File: src/rtl/crossbar_scheduler.sv
// crossbar_scheduler: per-output round-robin arbiter and connection
// controller that drives the crossbar select bus and gates handshakes.
module crossbar_scheduler #(
  parameter  int N  = 3,
  localparam int SW = (N > 1) ? $clog2(N) : 1
) (
  input  logic            clk,
  input  logic            rst,
  input  logic [N-1:0]    in_valid,
  input  logic [N*SW-1:0] in_dest,
  input  logic [N-1:0]    in_last,
  output logic [N-1:0]    in_ready,
  input  logic [N-1:0]    out_ready,
  output logic [N-1:0]    out_valid,
  output logic [N*SW-1:0] select,
  output logic [N-1:0]    busy,
  output logic            err_dest
);

  typedef enum logic {
    IDLE,
    LOCKED
  } state_t;

  state_t        state_q [N];
  logic [SW-1:0] owner_q [N];
  logic [SW-1:0] rr_q    [N];

  logic [N-1:0]  gnt_vld;
  logic [SW-1:0] gnt_idx [N];
  logic [N-1:0]  hs_end;
  logic          dest_bad;

  // Scan from rr pointer; first matching requester wins.
  always_comb begin
    int idx;
    idx = 0;
    for (int j = 0; j < N; j++) begin
      gnt_vld[j] = 1'b0;
      gnt_idx[j] = '0;
      for (int k = 0; k < N; k++) begin
        idx = int'(rr_q[j]) + k;
        if (idx >= N) idx = idx - N;
        if (!gnt_vld[j] && in_valid[idx] &&
            int'(in_dest[idx*SW +: SW]) == j) begin
          gnt_vld[j] = 1'b1;
          gnt_idx[j] = SW'(idx);
        end
      end
    end
  end

  always_comb begin
    dest_bad = 1'b0;
    for (int i = 0; i < N; i++) begin
      if (in_valid[i] && int'(in_dest[i*SW +: SW]) >= N)
        dest_bad = 1'b1;
    end
  end

  always_comb begin
    in_ready  = '0;
    out_valid = '0;
    busy      = '0;
    hs_end    = '0;
    if (!rst) begin
      for (int j = 0; j < N; j++) begin
        if (state_q[j] == LOCKED) begin
          busy[j]               = 1'b1;
          out_valid[j]          = in_valid[owner_q[j]];
          in_ready[owner_q[j]]  = out_ready[j];
          hs_end[j]             = in_valid[owner_q[j]] &
                                  out_ready[j] &
                                  in_last[owner_q[j]];
        end
      end
    end
  end

  always_ff @(posedge clk) begin
    if (rst) begin
      for (int j = 0; j < N; j++) begin
        state_q[j] <= IDLE;
        owner_q[j] <= '0;
        rr_q[j]    <= '0;
      end
      select   <= '0;
      err_dest <= 1'b0;
    end else begin
      for (int j = 0; j < N; j++) begin
        unique case (state_q[j])
          IDLE: begin
            if (gnt_vld[j]) begin
              state_q[j]           <= LOCKED;
              owner_q[j]           <= gnt_idx[j];
              select[j*SW +: SW]   <= gnt_idx[j];
            end
          end
          LOCKED: begin
            if (hs_end[j]) begin
              state_q[j] <= IDLE;
              rr_q[j]    <= (int'(owner_q[j]) == N - 1) ?
                            '0 : owner_q[j] + 1'b1;
            end
          end
          default: state_q[j] <= IDLE;
        endcase
      end
      if (dest_bad) err_dest <= 1'b1;
    end
  end

endmodule

File: config.mk
export PLATFORM = sky130hd
export DESIGN_NAME = crossbar_scheduler
export DESIGN_NICKNAME = d
export VERILOG_FILES = /design/src/rtl/crossbar_scheduler.sv
export SDC_FILE = /design/constraint.sdc
export NUM_CORES = 1
export LEC_CHECK = 0
export BUFFER_PORTS_ARGS = -buffer_cell sky130_fd_sc_hd__buf_2
export CAP_MARGIN = 10
export CORE_MARGIN = 4
export CORE_UTILIZATION = 35
export CTS_BUF_LIST = sky130_fd_sc_hd__clkbuf_16
export CTS_CLUSTER_DIAMETER = 60
export DETAILED_ROUTE_END_ITERATION = 6
export PLACE_DENSITY = 0.55
export SYNTH_ARGS = -nofsm -noshare
export SYNTH_HDL_FRONTEND = slang
export SYNTH_SLANG_ARGS = --single-unit
File: constraint.sdc
create_clock -name clk -period 2.7 [get_ports clk]
set_input_delay 0.54 -clock clk [delete_from_list [all_inputs] [get_ports clk]]
set_output_delay 0.54 -clock clk [all_outputs]
set_load 0.02 [all_outputs]
* Yosys cells after proc, flatten, opt, wreduce, memory -nomap -nowiden
Memories as Yosys holds them, arrays and structs flattened.
Index checks and enable logic that the tools add are counted.
** Storage, ports and cells
- Register bits after elaboration :: 7
- Bits in writable memories :: 15
- Bits of input ports :: 17
- Memories kept :: 3
** Cells by class
- $add $sub $neg :: 18
- Magnitude comparators :: 27
- Equality and inequality tests :: 9
- Shifts and indexed selects :: 9
- Mux-type cells :: 136
- Bitwise operators :: 22
- Reduce and logical (&&, ||, !) cells :: 33
** Memory list
- owner_q :: depth 3, width 2, read ports 3, clocked after memory_dff 0, write ports 3, RTL line 26 : logic [SW-1:0] owner_q [N];
- rr_q :: depth 3, width 2, read ports 3, clocked after memory_dff 0, write ports 3, RTL line 27 : logic [SW-1:0] rr_q [N];
- state_q :: depth 3, width 1, read ports 3, clocked after memory_dff 0, write ports 3, RTL line 25 : state_t state_q [N];
** Operator list (number)
- $lt A32 B4 Y1 const B :: 9
- $mux W32 :: 9
- $shiftx A6 B32 Y2 :: 9
- $mux W1 :: 80
- $mux W2 :: 18
- $bmux W1 S2 :: 15
- $mux W3 :: 9
- $sub A3 B2 Y4 const B :: 6
- $logic_and A1 B1 Y1 :: 21
- $eq A2 B2 Y1 const B :: 9
- $ge A3 B2 Y1 const B :: 6
- $ge A2 B2 Y1 const B :: 6
- $or A1 B1 Y1 :: 12
- $add A2 B1 Y3 const B :: 3
- $add A2 B2 Y3 const B :: 3
- $lt A2 B3 Y1 const B :: 3
- $sub A2 B2 Y3 const B :: 3
- $add A2 B1 Y2 const B :: 3
- $and A1 B1 Y1 :: 6
- $bwmux W3 :: 2
- $demux W1 S2 :: 3
- $ge A2 B1 Y1 const B :: 3
- $logic_not A1 Y1 :: 6
- $logic_not A2 Y1 :: 3
- other kinds (3) :: 7

* Depth between registers and ports, before layout
Gate-level depths: netlist (run 1).
- Depth in word-level cells :: 21
- Depth in mapped cells :: 9
- Depth with buffers taken out :: 8

* Least setup slack after synthesis (run 1)
Ideal clock, no wire load.
- Path kind :: in2reg
- From :: input port rst
- To :: memory rr_q[0][1] (netlist bit), data pin
- Arrival :: 2316 ps
- Data required time :: 2540 ps
- Setup slack :: 224 ps
- Stages on the path :: 7
- Path through :: and2b_1 -> o21ai_0 -> a211oi_1 -> nand3_1 -> and3_1 -> clkbuf_1 -> nor3b_1
** RTL lines
- start: declaration :: RTL line 8 : input logic rst,
- end: declaration :: RTL line 27

==> impl_metrics.csv, run 1 <==
group,metric,value,unit
setup_path,rr_worst_depth,8,
synth,yosys_warnings,0,
timing,fmax,388,MHz
setup_path,r2r_end,"state_q[1]",
cells_and_area,multiInputGateArea,1570,µm²
timing,hold_ws,0.472,ns
cells_and_area,fin_cells,377,
grt,antenna_found_initial,0,
drt,num_vias,2173,
setup_path,worstPathRequired,2.70,ns
grt,grt_max_degree,13,
timing,relSlewSlack,66.4,%
timing,worst_slack,0.120,ns
power_and_ir_drop,power_density,480,nW/µm²
clock_tree,clock_path_buffers,2,
floorplanning,ioPinCount,33,
timing,maxSlewViolCount,0,
clock_tree,cts.sinks,22,
job,drv_cap,0,
drt,routed_wl,6.35,mm
cells_and_area,seqCellArea,581,µm²
synth,async_reset_ff_share,0,%
synth,avgSynthCellArea,8.43,µm²
timing,fin_crit_sh,95.6,%
clock_tree,cts_tree,"built",
cells_and_area,area_growth,12.5,%
timing,tightestPinTransition,0.500,ns
hold_path,hold_end,"select[2]",
timing,setup-violations-final,0,
clock_tree,post-cts-setup-buffer-count,0,
synth,yosysMostFrequentCell,"nand2_1",
clock_tree,clk_pin_slew,0.06,ns
grt,grt_pass1_wl,10.2,mm
timing,skew,0.00786,ns
placement,dpl.hpwl,4.91,mm
placement,pre_cts_ws,-0.0449,ns
clock_tree,htreeDepth,1,
grt,grt_usage,16.4,%
power_and_ir_drop,fin_total_pwr,1.26,mW
floorplanning,fp.dieW,89.5,µm
synth,synth_commonest_cells,"nand2_1, ha_1, o21ai_0, inv_1, nor2_1",
power_and_ir_drop,p_leak,1.07,nW
synth,yosysSeqAreaShare,25.0,%
timing,final-hold-violation-count,0,
clock_tree,clk-insertion-delay-late,0.26,ns
placement,io_buffer_count,32,
cells_and_area,final_net_count,340,
drt,ant_nets,0,
clock_tree,cts_hold_buf,0,
power_and_ir_drop,vdd_drop_max,330,µV
cells_and_area,nFillCells,646,
floorplanning,chipHeight,89.5,µm
synth,synth.distinct_cells,60,
synth,synth_top_area_cell,"edfxtp_1",
setup_path,path_max_fanout,12,
grt,grt_pass1_vias,2098,
hold_path,hp-class,"reg -> reg",
floorplanning,initial_core_util,36.4,%
cells_and_area,antenna_cells,0,
drt,post-route-drc-count,0,
drt,first_iter_violations,184,
run_status,status,"finished clean",
placement,place.gp.congestion,0.835,
clock_tree,ctsRootBufferMaster,"clkbuf_16",
setup_path,crit_arrival,2.58,ns
placement,dp.cells,373,
timing,fin_crit,2.58,ns
synth,synthTopCellsByArea,"edfxtp_1, ha_1, dfxtp_1",
grt,grt_overflow,0,
hold_path,hold_depth,2,
setup_path,r2r_start,"rr_q[0][4]",
synth,synth_area,2330,µm²
synth,synth_seq_cells,22,
drt,post_drt_wl_per_cell,16.8,µm
setup_path,critical_path_class,"reg -> reg",
setup_path,crit_path_end_kind,"register",
drt,viasPerCell,5.76,
floorplanning,core_area,6390,µm²
setup_path,ff2ff_setup_slack,0.12,ns
floorplanning,row_count,29,
synth,ys.flop_type,"edfxtp_1",
synth,synthesis.instances,276,
floorplanning,dieArea,8010,µm²
clock_tree,numCtsBuffers,3,
synth,synth-edff-count,14,
setup_path,critical_path.startpoint_type,"register",
timing,grt_setup_unrepaired,"true",
synth,synth_top_cell_area_share,18.1,%
cells_and_area,drive_gt1_share,20.0,%
drt,dr.pass1.iters,4,
hold_path,min_from,"select[2]",
synth,synth_nets,315,
[sequential cells by signal, indices dropped and copies added, names as in the netlist]
name,flops
owner_q,6
err_dest,1
state_q,3
rr_q,6
select,6
[layout make-up]
cell class / count / area share [%]
Clock buffer: 3 / 2.87
Clock inverter: 1 / 0.143
Multi-Input combinational cell: 215 / 60.1
Timing Repair Buffer: 39 / 8.13
Tap cell: 77 / 3.68
Inverter: 20 / 2.87
Sequential cell: 22 / 22.2
[layout by cell type, fill, tap and decap left out, types with 11 or more instances in the layout]
cell,Yosys,routed
buf_2,8,32
nand2_1,24,24
inv_1,19,20
ha_1,22,20
o21ai_0,20,19
nor2_1,16,16
nand3_1,15,15
edfxtp_1,14,14
mux2i_1,11,11
[metrics by stage]
step           area (µm²)  TNS (ns)  util (%)
4_1_cts              2600         0      40.8
3_5_place_dp         2520    -0.160      39.5
2_1_floorplan        2330         0         -
3_3_place_gp         2520         0      39.5
6_report             2620         0      41.0
5_1_grt              2620   -0.0282      41.0
[metal layers]
metal | global-route usage (%) | vias up | part of all wire (%)
li1 | - | 1075 | -
met5 | 0 | - | 0
met4 | 5.55 | 0 | 1.5
met3 | 2.30 | 10 | 3.8
met2 | 28.1 | 38 | 50
met1 | 21.1 | 1050 | 45
[worst max-delay path by stage]
stage,to,start,cells past startpoint
2_1_floorplan,rr_q[0][1],rst,7
3_3_place_gp,state_q[1],rr_q[0][4],8
3_5_place_dp,state_q[1],rr_q[0][4],8
4_1_cts,state_q[1],rr_q[0][4],8
5_1_grt,state_q[1],rr_q[0][4],8
6_report,state_q[1],rr_q[0][4],8
[repair_timing]
action | 4_1_cts | 5_1_grt
endpoints found under the setup margin | 8 | 8
pin swaps | 0 | 2
resized for setup | 1 | 3
[critical path: stages (launching register included)]
cell	delay (ns)
edfxtp_1	0.34
inv_1	0.10
ha_4	0.37
mux2i_1	0.22
o21ai_0	0.11
o2111a_1	0.20
o41a_4	0.48
o31ai_4	0.40
a21oi_1	0.12
[power by group]
part           switching, mW  total [mW]  internal, mW
clock                  0.118       0.315         0.198
sequential            0.0503       0.458         0.407
combinational          0.289       0.484         0.195
[kinds of logic (layout without fill, tap and decap cells)]
kind of cell               count (synthesis)  in the layout  synth area share (%)
and+or+nand+nor                          111            111                  27.1
AOI/OAI and AO/OA                         71             71                  23.3
buffers and inverters                     39             63                  8.07
adders and majority gates                 22             22                  11.8
DFF                                       22             22                  25.0
muxes                                     11             11                  4.73
(Power assumes the default switching activity.)
==> run 2: changes to the inputs <==
Settings changed: CORE_ASPECT_RATIO set to 0.6.
==> impl_metrics.csv, run 2 (synthesis results as in run 1) <==
group,metric,value,unit
timing,fin_crit,2.56,ns
power_and_ir_drop,power_density,482,nW/µm²
floorplanning,row_count,22,
floorplanning,fp.dieW,113,µm
setup_path,r2r_start,"rr_q[0][4]",
grt,grt_pass1_vias,1987,
floorplanning,ioPinCount,33,
power_and_ir_drop,fin_total_pwr,1.27,mW
clock_tree,clock_path_buffers,2,
run_status,status,"finished clean",
setup_path,path_max_fanout,10,
placement,io_buffer_count,32,
power_and_ir_drop,p_leak,1.07,nW
timing,setup-violations-final,0,
grt,grt_pass1_wl,10.3,mm
cells_and_area,reg_top3,"owner_q x6, rr_q x6, select x6",
drt,viasPerCell,5.64,
setup_path,r2r_end,"state_q[1]",
cells_and_area,antenna_cells,0,
cells_and_area,final_common_cell,"buf_2",
drt,post_drt_wl_per_cell,16.6,µm
clock_tree,cts_tree,"built",
cells_and_area,area_growth,13.5,%
job,drv_cap,0,
placement,place.gp.congestion,0.867,
setup_path,ff2ff_setup_slack,0.14,ns
grt,grt_max_degree,15,
timing,fin_crit_sh,94.7,%
grt,grt_overflow,0,
floorplanning,initial_core_util,37.1,%
timing,maxSlewViolCount,0,
timing,grt_setup_unrepaired,"false",
timing,fmax,391,MHz
cells_and_area,fin_util,42.1,%
timing,tightestPinTransition,0.456,ns
clock_tree,clk-insertion-delay-late,0.25,ns
floorplanning,chipHeight,71.1,µm
setup_path,endpoint,"state_q[1]",
drt,ant_nets,0,
placement,placed_area,2520,µm²
clock_tree,clk_pin_slew,0.06,ns
drt,post-route-drc-count,0,
cells_and_area,drive_gt1_share,20.5,%
timing,skew,0.00395,ns
floorplanning,core_area,6280,µm²
drt,routed_wl,6.40,mm
placement,dpl.hpwl,4.95,mm
setup_path,rr_worst_depth,9,
clock_tree,cts.sinks,22,
floorplanning,dieArea,8060,µm²
setup_path,worstPathRequired,2.70,ns
clock_tree,numCtsBuffers,3,
clock_tree,ctsRootBufferMaster,"clkbuf_16",
setup_path,critical_path_class,"reg -> reg",
cells_and_area,final_net_count,342,
clock_tree,htreeDepth,1,
cells_and_area,layout_common_cells,"buf_2, nand2_1, o21ai_0, ha_1, inv_1",
grt,grt_usage,15.7,%
drt,dr.pass1.iters,5,
setup_path,crit_path_end_kind,"register",
setup_path,critPathLaunch,"rr_q[0][4]",
setup_path,critical_path.startpoint_type,"register",
timing,hold_ws,0.480,ns
clock_tree,cts_hold_buf,0,
power_and_ir_drop,vdd_drop_max,290,µV
hold_path,hp-class,"reg -> reg",
timing,final-hold-violation-count,0,
grt,antenna_found_initial,0,
setup_path,crit_arrival,2.56,ns
drt,num_vias,2177,
timing,relSlewSlack,69.4,%
cells_and_area,final_area,2640,µm²
drt,first_iter_violations,123,
run 2: worst max-delay path, cell delays in order, from the launching register on:
cell      delay, ns
edfxtp_1       0.41
inv_1          0.18
ha_4           0.27
and2_1         0.18
a211oi_2       0.27
nor4_4         0.10
o41a_4         0.40
o31ai_4        0.22
buf_4          0.19
a21oi_1        0.07
run 2: how the worst min path moves through the flow:
stage | from | cells after the start | endpoint | slack [ns]
2_1_floorplan | state_q[2] | 2 | state_q[2] | 0.51
3_3_place_gp | select[2] | 2 | select[2] | 0.46
3_5_place_dp | select[2] | 2 | select[2] | 0.46
4_1_cts | select[2] | 2 | select[2] | 0.47
5_1_grt | select[4] | 2 | select[4] | 0.50
6_report | select[2] | 2 | select[2] | 0.48
run 2: metrics by stage:
stage | cells | worst slack, ns | setup TNS [ns]
floorplan | 276 | 0.224 | 0
global placement | 379 | 0.0856 | 0
detailed placement | 379 | -0.0614 | -0.258
CTS | 383 | 0.0217 | 0
global route | 386 | 0.0105 | 0
finish | 386 | 0.143 | 0
run 2: timing repair:
action                                  in CTS  in global routing
buffers inserted                             0                  3
endpoints found under the setup margin       8                  8
resized for setup                            1                  2
pin swaps                                    0                  2
run 2: final cells by class:
cell class	count	area [µm²]
timing repair buffer	41	228
clock inverter	1	3.75
inverter	20	75.1
fill	643	3640
tap	84	105
sequential	22	581
multi-input combinational	215	1570
clock buffer	3	75.1
run 2: routing by layer:
metal / GRT usage (%) / vias up / wire length (µm)
li1: - / 1075 / -
met1: 23.3 / 1021 / 3200
met2: 23.9 / 77 / 2690
met3: 3.59 / 4 / 486
met4: 1.60 / 0 / 23
met5: 0 / - / 0
run 2: where the power goes:
part / internal, mW / switching (mW)
clock network: 0.197 / 0.115
registers: 0.408 / 0.0563
logic: 0.201 / 0.294
==> run 3: changes to the inputs <==
Settings changed: BUFFER_PORTS_ARGS -buffer_cell sky130_fd_sc_hd__buf_2 to not set, DONT_BUFFER_PORTS set to 1, PLACE_DENSITY 0.55 to 0.51, SKIP_CTS_REPAIR_TIMING set to 1.
==> impl_metrics.csv, run 3 (synthesis results as in run 1) <==
group,metric,value,unit
run_status,status,"finished clean",
setup_path,worstPathRequired,2.70,ns
clock_tree,ctsRootBufferMaster,"clkbuf_16",
cells_and_area,antenna_cells,0,
clock_tree,clock_path_buffers,2,
hold_path,hp-class,"in -> reg",
job,drv_cap,0,
drt,post-route-drc-count,0,
clock_tree,cts.sinks,22,
cells_and_area,reg_top3,"owner_q x6, rr_q x6, select x6",
timing,hold_ws,0.353,ns
clock_tree,htreeDepth,1,
timing,fmax,391,MHz
placement,io_buffer_count,0,
drt,num_vias,2108,
timing,final-hold-violation-count,0,
floorplanning,dieArea,8060,µm²
power_and_ir_drop,power_density,516,nW/µm²
timing,fin_crit,2.56,ns
grt,antenna_found_initial,0,
placement,dpl.hpwl,4.81,mm
grt,grt_overflow,0,
cells_and_area,layout_common_cells,"nand2_1, o21ai_0, ha_1",
cells_and_area,final_common_cell,"nand2_1",
drt,post_drt_wl_per_cell,17.4,µm
cells_and_area,final_net_count,317,
power_and_ir_drop,vdd_drop_max,262,µV
drt,dr.pass1.iters,5,
setup_path,crit_arrival,2.56,ns
clock_tree,clk-insertion-delay-late,0.25,ns
timing,skew,0.00125,ns
floorplanning,initial_core_util,37.1,%
timing,fin_crit_sh,94.7,%
grt,grt_max_degree,16,
timing,setup-violations-final,0,
setup_path,critical_path.startpoint_type,"register",
floorplanning,chipHeight,71.1,µm
grt,grt_pass1_vias,1865,
clock_tree,clk_pin_slew,0.06,ns
timing,relSlewSlack,69.5,%
setup_path,crit_path_end_kind,"register",
drt,viasPerCell,5.84,
grt,grt_pass1_wl,10.1,mm
drt,routed_wl,6.29,mm
floorplanning,fp.dieW,113,µm
clock_tree,numCtsBuffers,3,
cells_and_area,area_growth,10.0,%
grt,grt_usage,15.5,%
floorplanning,row_count,22,
floorplanning,ioPinCount,33,
placement,place.gp.congestion,0.889,
power_and_ir_drop,fin_total_pwr,1.32,mW
setup_path,path_max_fanout,10,
cells_and_area,drive_gt1_share,13.7,%
timing,tightestPinTransition,0.453,ns
power_and_ir_drop,p_leak,0.975,nW
clock_tree,cts_tree,"built",
timing,grt_setup_unrepaired,"false",
drt,ant_nets,0,
timing,maxSlewViolCount,0,
setup_path,critical_path_class,"reg -> reg",
drt,first_iter_violations,160,
floorplanning,core_area,6280,µm²
==> run 3: layout make-up <==
cell class / count / area, µm²
fill: 609 / 3720
tap: 84 / 105
multi-input combinational: 215 / 1570
timing repair buffer: 16 / 120
clock inverter: 1 / 30.0
inverter: 20 / 75.1
clock buffer: 3 / 75.1
sequential: 22 / 581
==> run 3: power by group <==
group / switching [mW] / internal, mW / leakage, nW
clock network: 0.118 / 0.294 / 0.0511
registers: 0.0685 / 0.407 / 0.212
logic: 0.239 / 0.192 / 0.712
==> run 3: metrics by stage <==
step | util [%] | setup TNS [ns] | setup WS [ns] | area, µm² | instances
after floorplan | - | 0 | 0.224 | 2330 | 276
after global placement | 38.7 | 0 | 0.0762 | 2430 | 356
after detailed placement | 38.7 | -0.0246 | -0.0123 | 2430 | 356
after CTS | 40.4 | -0.142 | -0.0409 | 2540 | 360
after global routing | 40.8 | 0 | 0.00610 | 2560 | 361
final | 40.8 | 0 | 0.143 | 2560 | 361
==> run 3: worst max-delay path, stage by stage (launching register included) <==
cell and delay, ns:
edfxtp_1 0.42, inv_1 0.17, ha_1 0.37, nor2_1 0.11, nand4_1 0.16, nand2_1 0.10
o41a_4 0.51, o31ai_4 0.21, buf_4 0.19, a21oi_1 0.07
==> run 3: per-layer routing <==
metal,GRT usage [%],up-vias,wire [µm]
met5,0,-,0
met4,1.20,0,17
met3,5.56,2,633
met2,21.6,85,2650
met1,23.4,1000,2990
li1,-,1021,-
==> run 3: path summary, 6_finish.rpt <==
path	from	to	slack, ns	cells past startpoint
worst max-delay path	rr_q[0][4]	state_q[0]	0.14	9
worst min-delay path	rst	select[1]	0.35	1
worst max register to register	rr_q[0][4]	state_q[0]	0.14	9
worst min register to register	select[2]	select[2]	0.56	2
